File: config.mk
export PLATFORM = sky130hd
export DESIGN_NAME = fetch_unit
export DESIGN_NICKNAME = d
export VERILOG_FILES = /design/src/rtl/fetch_unit.sv
export SDC_FILE = /design/constraint.sdc
export NUM_CORES = 1
export LEC_CHECK = 0
export CORE_ASPECT_RATIO = 0.8
export CORE_MARGIN = 2
export CORE_UTILIZATION = 45
export CTS_CLUSTER_SIZE = 14
export DETAILED_ROUTE_END_ITERATION = 8
export GPL_TIMING_DRIVEN = 0
export PLACE_DENSITY = 0.82
export SKIP_CTS_REPAIR_TIMING = 1
export SYNTH_ARGS = -nofsm -noshare
export SYNTH_HDL_FRONTEND = slang
export SYNTH_SLANG_ARGS = --single-unit
File: constraint.sdc
create_clock -name clk -period 2.21 [get_ports clk]
set_input_delay 0.442 -clock clk [delete_from_list [all_inputs] [get_ports clk]]
set_output_delay 0.442 -clock clk [all_outputs]
set_load 0.05 [all_outputs]
File: src/rtl/fetch_unit.sv
// Instruction fetch stage: owns the PC, issues one word request per cycle to
// instruction memory, and buffers returned words with their PCs in a 2-entry queue.
module fetch_unit #(
    parameter int                ADDR_W   = 8,
    parameter int                DATA_W   = 32,
    parameter logic [ADDR_W-1:0] RESET_PC = 8'h00,
    parameter int                PC_STEP  = 4
) (
    input  logic              clk,
    input  logic              rst_n,
    input  logic              run,
    input  logic              redirect,
    input  logic [ADDR_W-1:0] redirectPC,
    output logic              getInstruction,
    output logic [ADDR_W-1:0] a,
    input  logic [DATA_W-1:0] d,
    output logic              instrValid,
    input  logic              instrReady,
    output logic [DATA_W-1:0] instr,
    output logic [ADDR_W-1:0] instrPC
);

    localparam logic [ADDR_W-1:0] STEP = ADDR_W'(PC_STEP);

    typedef struct packed {
        logic [DATA_W-1:0] instr;
        logic [ADDR_W-1:0] pc;
    } entry_t;

    logic [ADDR_W-1:0] pc;
    logic [ADDR_W-1:0] req_pc;
    logic              inflight;
    logic              kill;

    entry_t            head;
    entry_t            tail;
    logic [1:0]        count;

    entry_t            head_n;
    entry_t            tail_n;
    logic [1:0]        count_n;
    entry_t            new_entry;

    logic              pop;
    logic              push;
    logic              issue;
    logic [2:0]        credit;

    assign instrValid = (count != 2'd0);
    assign pop        = instrValid & instrReady;

    // Slots already promised (queued + in flight) must leave room for this
    // request's response; a same-cycle pop frees one slot.
    assign credit = {1'b0, count} + {2'b00, inflight};
    assign issue  = rst_n & run & ~redirect & (credit < (3'd2 + {2'b00, pop}));

    assign getInstruction = issue;
    assign a              = pc;

    assign push      = inflight & ~kill & ~redirect;
    assign new_entry = '{instr: d, pc: req_pc};

    assign instr   = head.instr;
    assign instrPC = head.pc;

    always_ff @(posedge clk or negedge rst_n) begin
        if (!rst_n) begin
            pc       <= RESET_PC;
            req_pc   <= '0;
            inflight <= 1'b0;
            kill     <= 1'b0;
        end else if (redirect) begin
            pc       <= {redirectPC[ADDR_W-1:2], 2'b00};
            inflight <= 1'b0;
            kill     <= 1'b1;
        end else if (issue) begin
            pc       <= pc + STEP;
            req_pc   <= pc;
            inflight <= 1'b1;
            kill     <= 1'b0;
        end else begin
            inflight <= 1'b0;
        end
    end

    // NOTE: every always_comb output gets a default first so no path infers a latch.
    always_comb begin
        head_n  = head;
        tail_n  = tail;
        count_n = count;
        if (redirect) begin
            count_n = 2'd0;
        end else begin
            case ({push, pop})
                2'b10: begin
                    if (count == 2'd0) head_n = new_entry;
                    else               tail_n = new_entry;
                    count_n = count + 2'd1;
                end
                2'b01: begin
                    head_n  = tail;
                    count_n = count - 2'd1;
                end
                2'b11: begin
                    if (count == 2'd1) begin
                        head_n = new_entry;
                    end else begin
                        head_n = tail;
                        tail_n = new_entry;
                    end
                end
                default: ;
            endcase
        end
    end

    // NOTE: the queue storage is reset too, because the head drives instr/instrPC
    // and those must read 0 straight out of reset.
    always_ff @(posedge clk or negedge rst_n) begin
        if (!rst_n) begin
            head  <= '0;
            tail  <= '0;
            count <= 2'd0;
        end else begin
            head  <= head_n;
            tail  <= tail_n;
            count <= count_n;
        end
    end

endmodule

* Word level (Yosys, flattened, before mapping)
Index checks and enable logic that the tools add are counted.
** Word-level totals
- Register bits after elaboration :: 100
- Memories :: 0
- Bits in read-only memories :: 0
- Bits of input ports :: 45
- Word-level logic and storage cells :: 53
- Latch bits :: 0
- RAM bits :: 0
** Operators by class
- Muxes and demuxes :: 14
- Multiply operators :: 0
- $add $sub $neg :: 5
- Equal/unequal tests :: 7
- Magnitude comparators :: 1
- Bitwise gates (word level) :: 8
- Reduce and logical (&&, ||, !) cells :: 9
- Divide/modulo/power cells :: 0
- Shift-type cells :: 0
** Operators by type and width (count)
- $mux W40 :: 4
- $pmux W40 S3 :: 1
- $pmux W40 S2 :: 1
- $mux W8 :: 2
- $add A8 B3 Y8 const B :: 1
- $and A1 B1 Y1 :: 6
- $ne A2 B2 Y1 const B :: 3
- $reduce_bool A2 Y1 :: 3
- $reduce_bool A3 Y1 :: 2
- $eq A2 B1 Y1 const B :: 2
- $eq A2 B2 Y1 const B :: 2
- $mux W1 :: 4
- $pmux W2 S2 :: 1
- $reduce_and A4 Y1 :: 1
- $add A2 B1 Y3 :: 1
- $add A2 B1 Y3 const A :: 1
- $lt A3 B3 Y1 :: 1
- $reduce_and A3 Y1 :: 1
- $add A2 B1 Y2 const B :: 1
- $logic_not A2 Y1 :: 1
- $mux W2 :: 1
- $not A1 Y1 :: 2
- $reduce_and A2 Y1 :: 1
- $sub A2 B1 Y2 const B :: 1

* Longest topological paths before layout
Gate-level depths: netlist of run 1.
- Depth after elaboration :: 7
- Mapped depth :: 9
- Gate-level depth less buffers :: 6

* Least setup slack after synthesis of run 1
Ideal clock, no wire load.
- Path type :: register to register
- Start point :: register inflight
- End point :: register req_pc[2]
- Cell stages (with the launch flop) :: 7
- Period minus slack after synthesis :: 2149 ps
- Arrival time :: 2025 ps
- Required time :: 2085 ps
- Path slack :: 61 ps
- Setup time :: 125 ps
- Buffers on the path :: 1
- Cells stage by stage :: dfrtp_1 ha_1 or3b_1 buf_6 a21o_1 nor2_8 mux2_2
** On the way
- Word-level cells in the longest chain between the ends :: 4
** RTL lines
- start: declaration :: RTL line 32 : logic inflight;
- start signal: assignment :: RTL line 70 : inflight <= 1'b0;
- start signal: assignment :: RTL line 74 : inflight <= 1'b0;
- start signal: assignment :: RTL line 79 : inflight <= 1'b1;
- $add A2 B1 Y3 :: RTL line 54 : assign credit = {1'b0, count} + {2'b00, inflight};
- $lt A3 B3 Y1 :: RTL line 55 : assign issue = rst_n & run & ~redirect & (credit < (3'd2 + {2'b00, pop}));
- $and A1 B1 Y1 :: RTL line 55
- named net getInstruction :: RTL line 14 : output logic getInstruction,
- $reduce_and A2 Y1 (no line)
- end signal: assignment :: RTL line 78 : req_pc <= pc;
- end: declaration :: RTL line 31 : logic [ADDR_W-1:0] req_pc;
The timed path passes the listed nets, and every way through them passes these cells.
A chain may end at the register's enable or synchronous reset.

* Worst setup path in the final report of run 1
- Start point :: input instrReady
- End point :: output getInstruction
** On the way
- Word-level cells in the longest chain between the ends :: 4
** RTL lines
- start: declaration :: RTL line 18 : input logic instrReady,
- $and A1 B1 Y1 :: RTL line 50 : assign pop = instrValid & instrReady;
- $add A2 B1 Y3 :: RTL line 55
- $lt A3 B3 Y1 :: RTL line 55
- $and A1 B1 Y1 :: RTL line 55
- end: declaration :: RTL line 14
No other way between the ends.

==> results of run 1 <==
## final cells by class
cell class | count | area share [%]
plain buffers | 40 | 3.06
clock buffers | 10 | 3.75
clock inverters | 5 | 0.549
inverters | 5 | 0.294
multi-input cells | 317 | 36.9
flip-flops and latches | 93 | 36.5
well taps | 140 | 2.75
repair buffers | 105 | 16.2
## per-layer routing
metal	global-route usage, %	up-vias	share of wire, %
met2	35.9	206	48
met1	31.9	2157	44
met5	0	-	0
li1	-	1898	-
met4	6.15	0	1.8
met3	5.13	30	6.2
## worst max-delay path, delay by kind of cell
family / cells / cell delay (ns)
compound gates: 1 / 0.24
buf+inv: 2 / 0.75
simple gates: 2 / 0.58
## sequential cells by signal, summed over array words and instances (netlist names)
| register | cells |
|---|---|
| a | 6 |
| count | 2 |
| inflight | 1 |
| instr | 32 |
| instrPC | 7 |
| kill | 1 |
| req_pc | 6 |
| tail | 38 |
## worst max path at each step
stage	start	to	slack, ns
after floorplan	inflight	req_pc[2]	0.06
after global placement	rst_n	getInstruction	-4.62
after detailed placement	instrReady	getInstruction	-1.04
after CTS	inflight	getInstruction	-1.13
after global routing	instrReady	getInstruction	-0.26
final	instrReady	getInstruction	-0.26
## cell families after synthesis
group	Yosys count	synth area share [%]
buffers and inverters	47	4.40
muxes	71	15.8
and+or+nand+nor	83	8.40
DFF	93	47.9
adders and majority gates	5	1.29
other	1	0.0772
xor gates and xnor gates	7	1.26
AOI/OAI and AO/OA	149	20.9
## metrics by stage
step	TNS, ns	total power (W)	hold WS, ns	worst slack [ns]
5_1_grt	-0.811	0.00756	0.158	-0.264
4_1_cts	-1.78	0.00716	0.141	-1.13
6_report	-0.259	0.00724	0.119	-0.259
2_1_floorplan	0	0.00461	0.146	0.0606
3_5_place_dp	-12.04	0.00572	0.470	-1.04
3_3_place_gp	-309.64	0.00560	0.463	-4.62
## cells in the final DEF, fill, tap and decap left out, types with 2 or more instances in the layout
cell type | Yosys | final
nor2b_1 | 15 | 15
dfrtp_1 | 93 | 92
o21a_1 | 12 | 12
nor2_1 | 28 | 28
ha_4 | 0 | 2
nand3b_1 | 2 | 2
o22a_1 | 15 | 15
clkbuf_2 | 0 | 6
a21oi_1 | 39 | 39
o22ai_1 | 20 | 20
clkinv_2 | 0 | 2
a22o_1 | 5 | 5
inv_1 | 5 | 4
a211oi_1 | 15 | 15
inv_6 | 0 | 2
clkbuf_16 | 0 | 9
clkbuf_1 | 20 | 14
o32a_1 | 5 | 5
a21boi_0 | 5 | 5
mux2_2 | 45 | 45
ha_1 | 5 | 3
buf_1 | 3 | 2
a21o_1 | 3 | 2
buf_2 | 15 | 12
o21ai_0 | 15 | 15
buf_4 | 3 | 21
xnor2_1 | 7 | 7
conb_1 | 1 | 2
clkdlybuf4s50_1 | 0 | 87
nand2_1 | 23 | 23
mux2i_1 | 26 | 26
nand3_1 | 7 | 7
o31ai_1 | 12 | 12
## power by group through the flow
| stage | sequential (W) | combinational [W] | clock [W] |
|---|---|---|---|
| floorplan | 0.00348 | 0.00113 | 0 |
| global placement | 0.00247 | 0.00313 | 0 |
| detailed placement | 0.00250 | 0.00322 | 0 |
| CTS | 0.00247 | 0.00323 | 0.00146 |
| global route | 0.00253 | 0.00349 | 0.00153 |
| finish | 0.00248 | 0.00331 | 0.00145 |
==> key figures, run 1 <==
Outcome
  – Status: complete, but fails checks
  – Violated checks: setup timing

Cells and area
  – Multi-input gate area: 2350 um^2
  – Inserted Diodes: 0
  – Layout Area Growth over Synthesis: 31.3%
  – Sequential cell area: 2330 um^2
  – Final Util: 61.6%
  – Filler instances: 821
  – Share of cells above drive strength 1: 19.3%
  – Non-filler cells in the finished layout: 715
  – Nets: 621
  – Post-route cell area: 6380 um^2

Power and ir drop
  – Pwr Density: 1130 nW/um^2
  – NetSw: 0.00301 W
  – Clock power share: 20.0%
  – Worst vdd ir: 411 uV
  – P_leak: 2.70 nW
  – Flop pwr share: 34.3%
  – Comb pwr share: 45.7%
  – Net switching fraction of the power: 41.5%
  – Internal Power: 0.00423 W

Setup path
  – R2R setup slack: 0.01 ns
  – CP max stage delay: 0.59 ns
  – CP required: 1.77 ns
  – Setup crit start kind: input port
  – Reg2Reg Depth: 8
  – CP max FO: 5
  – Crit path kind: in2out
  – RR Endpoint: instr[22]
  – Type of destination of the critical path: primary output
  – Worst Path Arrival: 2.03 ns
  – Reg2reg start: count[0]
  – Slowest cell on the critical path: clkdlybuf4s50_1
  – CP cell instances: clkdlybuf4s50_1, or3b_4, a21o_4, nor2_8, buf_8

CTS
  – Num CTS Buffers: 9
  – Clock Tree Buf Depth: 2
  – H-tree depth: 3
  – Root buf cell: clkbuf_16
  – Clk sinks: 93
  – CTS tree: yes
  – Clock Latency Late Sink: 0.34 ns
  – Clock Pin Slew Worst Setup and Hold Paths: 0.07 ns

Synth
  – Synthesis Warnings: 0
  – Main synth FF type: dfrtp_1
  – Yosys cell types: 39
  – Post-synth EDFFs: 0
  – Yosys top cell area share: 47.9%
  – Largest area contributor in the netlist: dfrtp_1
  – Most frequent cell after synthesis: dfrtp_1
  – Synthesized area: 4860 um^2
  – Ys async rst share: 100%
  – Most common library cells after synthesis: 93 x dfrtp_1, 45 x mux2_2, 39 x a21oi_1, 28 x nor2_1, 26 x mux2i_1
  – Top post-synthesis cells by area: dfrtp_1 48%, mux2_2 10%, mux2i_1 5.4%
  – Avg Inst Size Synth: 10.7 um^2
  – Mapped Cells: 456
  – Register area share after synthesis: 47.9%
  – Synthesized flop and latch total: 93

Timing
  – Worst slew margin: 58.0%
  – RSZ-0062 raised after global routing: yes
  – Tcrit/Tclk final: 112%
  – Final setup vio count: 1
  – Clock Skews: 0.00439 ns
  – Worst-Margin Slew: 0.630 ns
  – Fmax: 405 MHz
  – Final hold vios: 0
  – Max Slew Vio Count: 0
  – Min Tclk post-route: 2.47 ns
  – Final worst slack: -0.259 ns

Global routing
  – Pin count of the biggest net entering global routing: 50
  – Initial antenna violation count: 0
  – Total GRT Usage: 22.8%
  – Total grt overflow: 0
  – Vias in the first global route: 4,162
  – First-pass GRT wire length: 21,300 um

Floorplanning
  – CORE AREA: 10,400 um^2
  – Die X: 120 um
  – Height of the die: 96.9 um
  – Core Rows: 33
  – Die area: 11,600 um^2
  – Initial core utilization: 46.9%
  – I/O pin count: 95

Routing
  – Via density: 6.00
  – Antenna-violating nets left: 0
  – DRC: 0
  – Pre-Repair DR Iteration Count: 5
  – DR iter-0 viols: 531
  – Final WL: 13,300 um
  – Via Count: 4,291
  – WL/cell: 18.7 um

Job
  – Max-cap violations: 0

Placed design
  – Post-DP HPWL: 9140 um
  – Placed cells: 688
  – Buffers on Ports: 90
  – Gp weighted congestion: 0.852
  – Placed inst area: 5960 um^2

Worst hold path
  – Hold Path Class: in2async
(Power assumes the default switching activity.)
==> inputs of run 2 (changes only) <==
--- a/config.mk
+++ b/config.mk
@@ -5,11 +5,13 @@
 export SDC_FILE = /design/constraint.sdc
 export NUM_CORES = 1
 export LEC_CHECK = 0
+export CAP_MARGIN = 20
 export CORE_ASPECT_RATIO = 0.8
 export CORE_MARGIN = 2
 export CORE_UTILIZATION = 45
 export CTS_CLUSTER_SIZE = 14
 export DETAILED_ROUTE_END_ITERATION = 8
+export GPL_ROUTABILITY_DRIVEN = 0
 export GPL_TIMING_DRIVEN = 0
 export PLACE_DENSITY = 0.82
 export SKIP_CTS_REPAIR_TIMING = 1
==> key figures, run 2 (same netlist as run 1, synthesis figures left out) <==
Setup path
  – Reg2Reg Depth: 8
  – RR Endpoint: instr[22]
  – R2R setup slack: 0.01 ns
  – Type of destination of the critical path: primary output
  – Reg2reg start: count[0]
  – Crit path kind: in2out
  – Worst Path Arrival: 2.03 ns
  – Setup crit start kind: input port
  – CP max FO: 5
  – CP required: 1.77 ns

Worst hold path
  – Hold Path Class: in2async

CTS
  – H-tree depth: 3
  – Num CTS Buffers: 9
  – Clock Latency Late Sink: 0.34 ns
  – Clock Tree Buf Depth: 2
  – CTS tree: yes
  – Clk sinks: 93
  – Clock Pin Slew Worst Setup and Hold Paths: 0.07 ns
  – Root buf cell: clkbuf_16

Timing
  – Max Slew Vio Count: 0
  – Setup TNS: -0.259 ns
  – Min Tclk post-route: 2.47 ns
  – Final worst slack: -0.259 ns
  – RSZ-0062 raised after global routing: yes
  – Fmax: 405 MHz
  – Hold WS: 0.119 ns
  – Final setup vio count: 1
  – Final hold vios: 0
  – Tcrit/Tclk final: 112%
  – Clock Skews: 0.00439 ns
  – Worst slew margin: 58.0%
  – Worst-Margin Slew: 0.630 ns

Cells and area
  – Most common cell after layout, fill and taps aside: dfrtp_1
  – Share of cells above drive strength 1: 19.3%
  – Multi-input gate area: 2350 um^2
  – Layout Area Growth over Synthesis: 31.3%
  – Sequential cell area: 2330 um^2
  – Commonest non-fill, non-tap cells in the layout: 92 x dfrtp_1, 87 x clkdlybuf4s50_1, 45 x mux2_2, 39 x a21oi_1, 28 x nor2_1
  – Post-route cell area: 6380 um^2
  – Nets: 621
  – Final Util: 61.6%
  – Max FFs per register: 38
  – Inserted Diodes: 0
  – Top reg by flops: tail
  – Filler instances: 821

Global routing
  – Vias in the first global route: 4,162
  – First-pass GRT wire length: 21,300 um
  – Total GRT Usage: 22.8%
  – Initial antenna violation count: 0
  – Total grt overflow: 0
  – Pin count of the biggest net entering global routing: 50

Floorplanning
  – CORE AREA: 10,400 um^2
  – Height of the die: 96.9 um
  – Die area: 11,600 um^2
  – Core Rows: 33
  – Die X: 120 um
  – Initial core utilization: 46.9%
  – I/O pin count: 95

Routing
  – Final WL: 13,300 um
  – DR iter-0 viols: 531
  – WL/cell: 18.7 um
  – Via density: 6.00
  – Via Count: 4,291
  – DRC: 0
  – Antenna-violating nets left: 0
  – Pre-Repair DR Iteration Count: 5

Placed design
  – Placed inst area: 5960 um^2
  – Post-DP HPWL: 9140 um
  – Buffers on Ports: 90

Power and ir drop
  – Pwr Density: 1130 nW/um^2
  – Total Power: 0.00724 W
  – Worst vdd ir: 411 uV
  – P_leak: 2.70 nW

Outcome
  – Violated checks: setup timing
  – Status: complete, but fails checks

Job
  – Max-cap violations: 0
-- run 2: cell counts in the layout (fill, tap and decap cells not counted) --
No cell type changed its count.
-- run 2: critical path: stages --
cell	delay [ns]
clkdlybuf4s50_1	0.59
or3b_4	0.43
a21o_4	0.24
nor2_8	0.15
buf_8	0.16
-- run 2: how the worst max path moves through the flow --
stage               start  cells past startpoint             end  slack (ns)
2_1_floorplan    inflight                      6       req_pc[2]        0.06
3_3_place_gp        rst_n                      5  getInstruction       -4.62
3_5_place_dp   instrReady                      6  getInstruction       -1.04
4_1_cts          inflight                      6  getInstruction       -1.13
5_1_grt        instrReady                      5  getInstruction       -0.26
6_report       instrReady                      5  getInstruction       -0.26
-- run 2: power breakdown --
part	switching [W]	total, W	internal, W
Combinational	0.00202	0.00331	0.00129
Sequential	0.000330	0.00248	0.00215
Clock	0.000656	0.00145	0.000791
Total	0.00301	0.00724	0.00423
-- run 2: per-stage QoR --
| stage | setup WS, ns | cells |
|---|---|---|
| CTS | -1.13 | 703 |
| finish | -0.259 | 715 |
| global placement | -4.62 | 687 |
| detailed placement | -1.04 | 688 |
| global route | -0.264 | 715 |
| floorplan | 0.0606 | 457 |
-- run 2: final cells by class --
type / count / area share [%]
Multi-Input combinational cell: 317 / 36.9
Tap cell: 140 / 2.75
Clock inverter: 5 / 0.549
Timing Repair Buffer: 105 / 16.2
Inverter: 5 / 0.294
Sequential cell: 93 / 36.5
Buffer: 40 / 3.06
Clock buffer: 10 / 3.75
-- run 2: routing by layer --
layer	vias to the layer above	wire length (um)	track usage, %
li1	1898	-	-
met1	2157	5890	31.9
met2	206	6390	35.9
met3	30	822	5.13
met4	0	245	6.15
met5	-	0	0
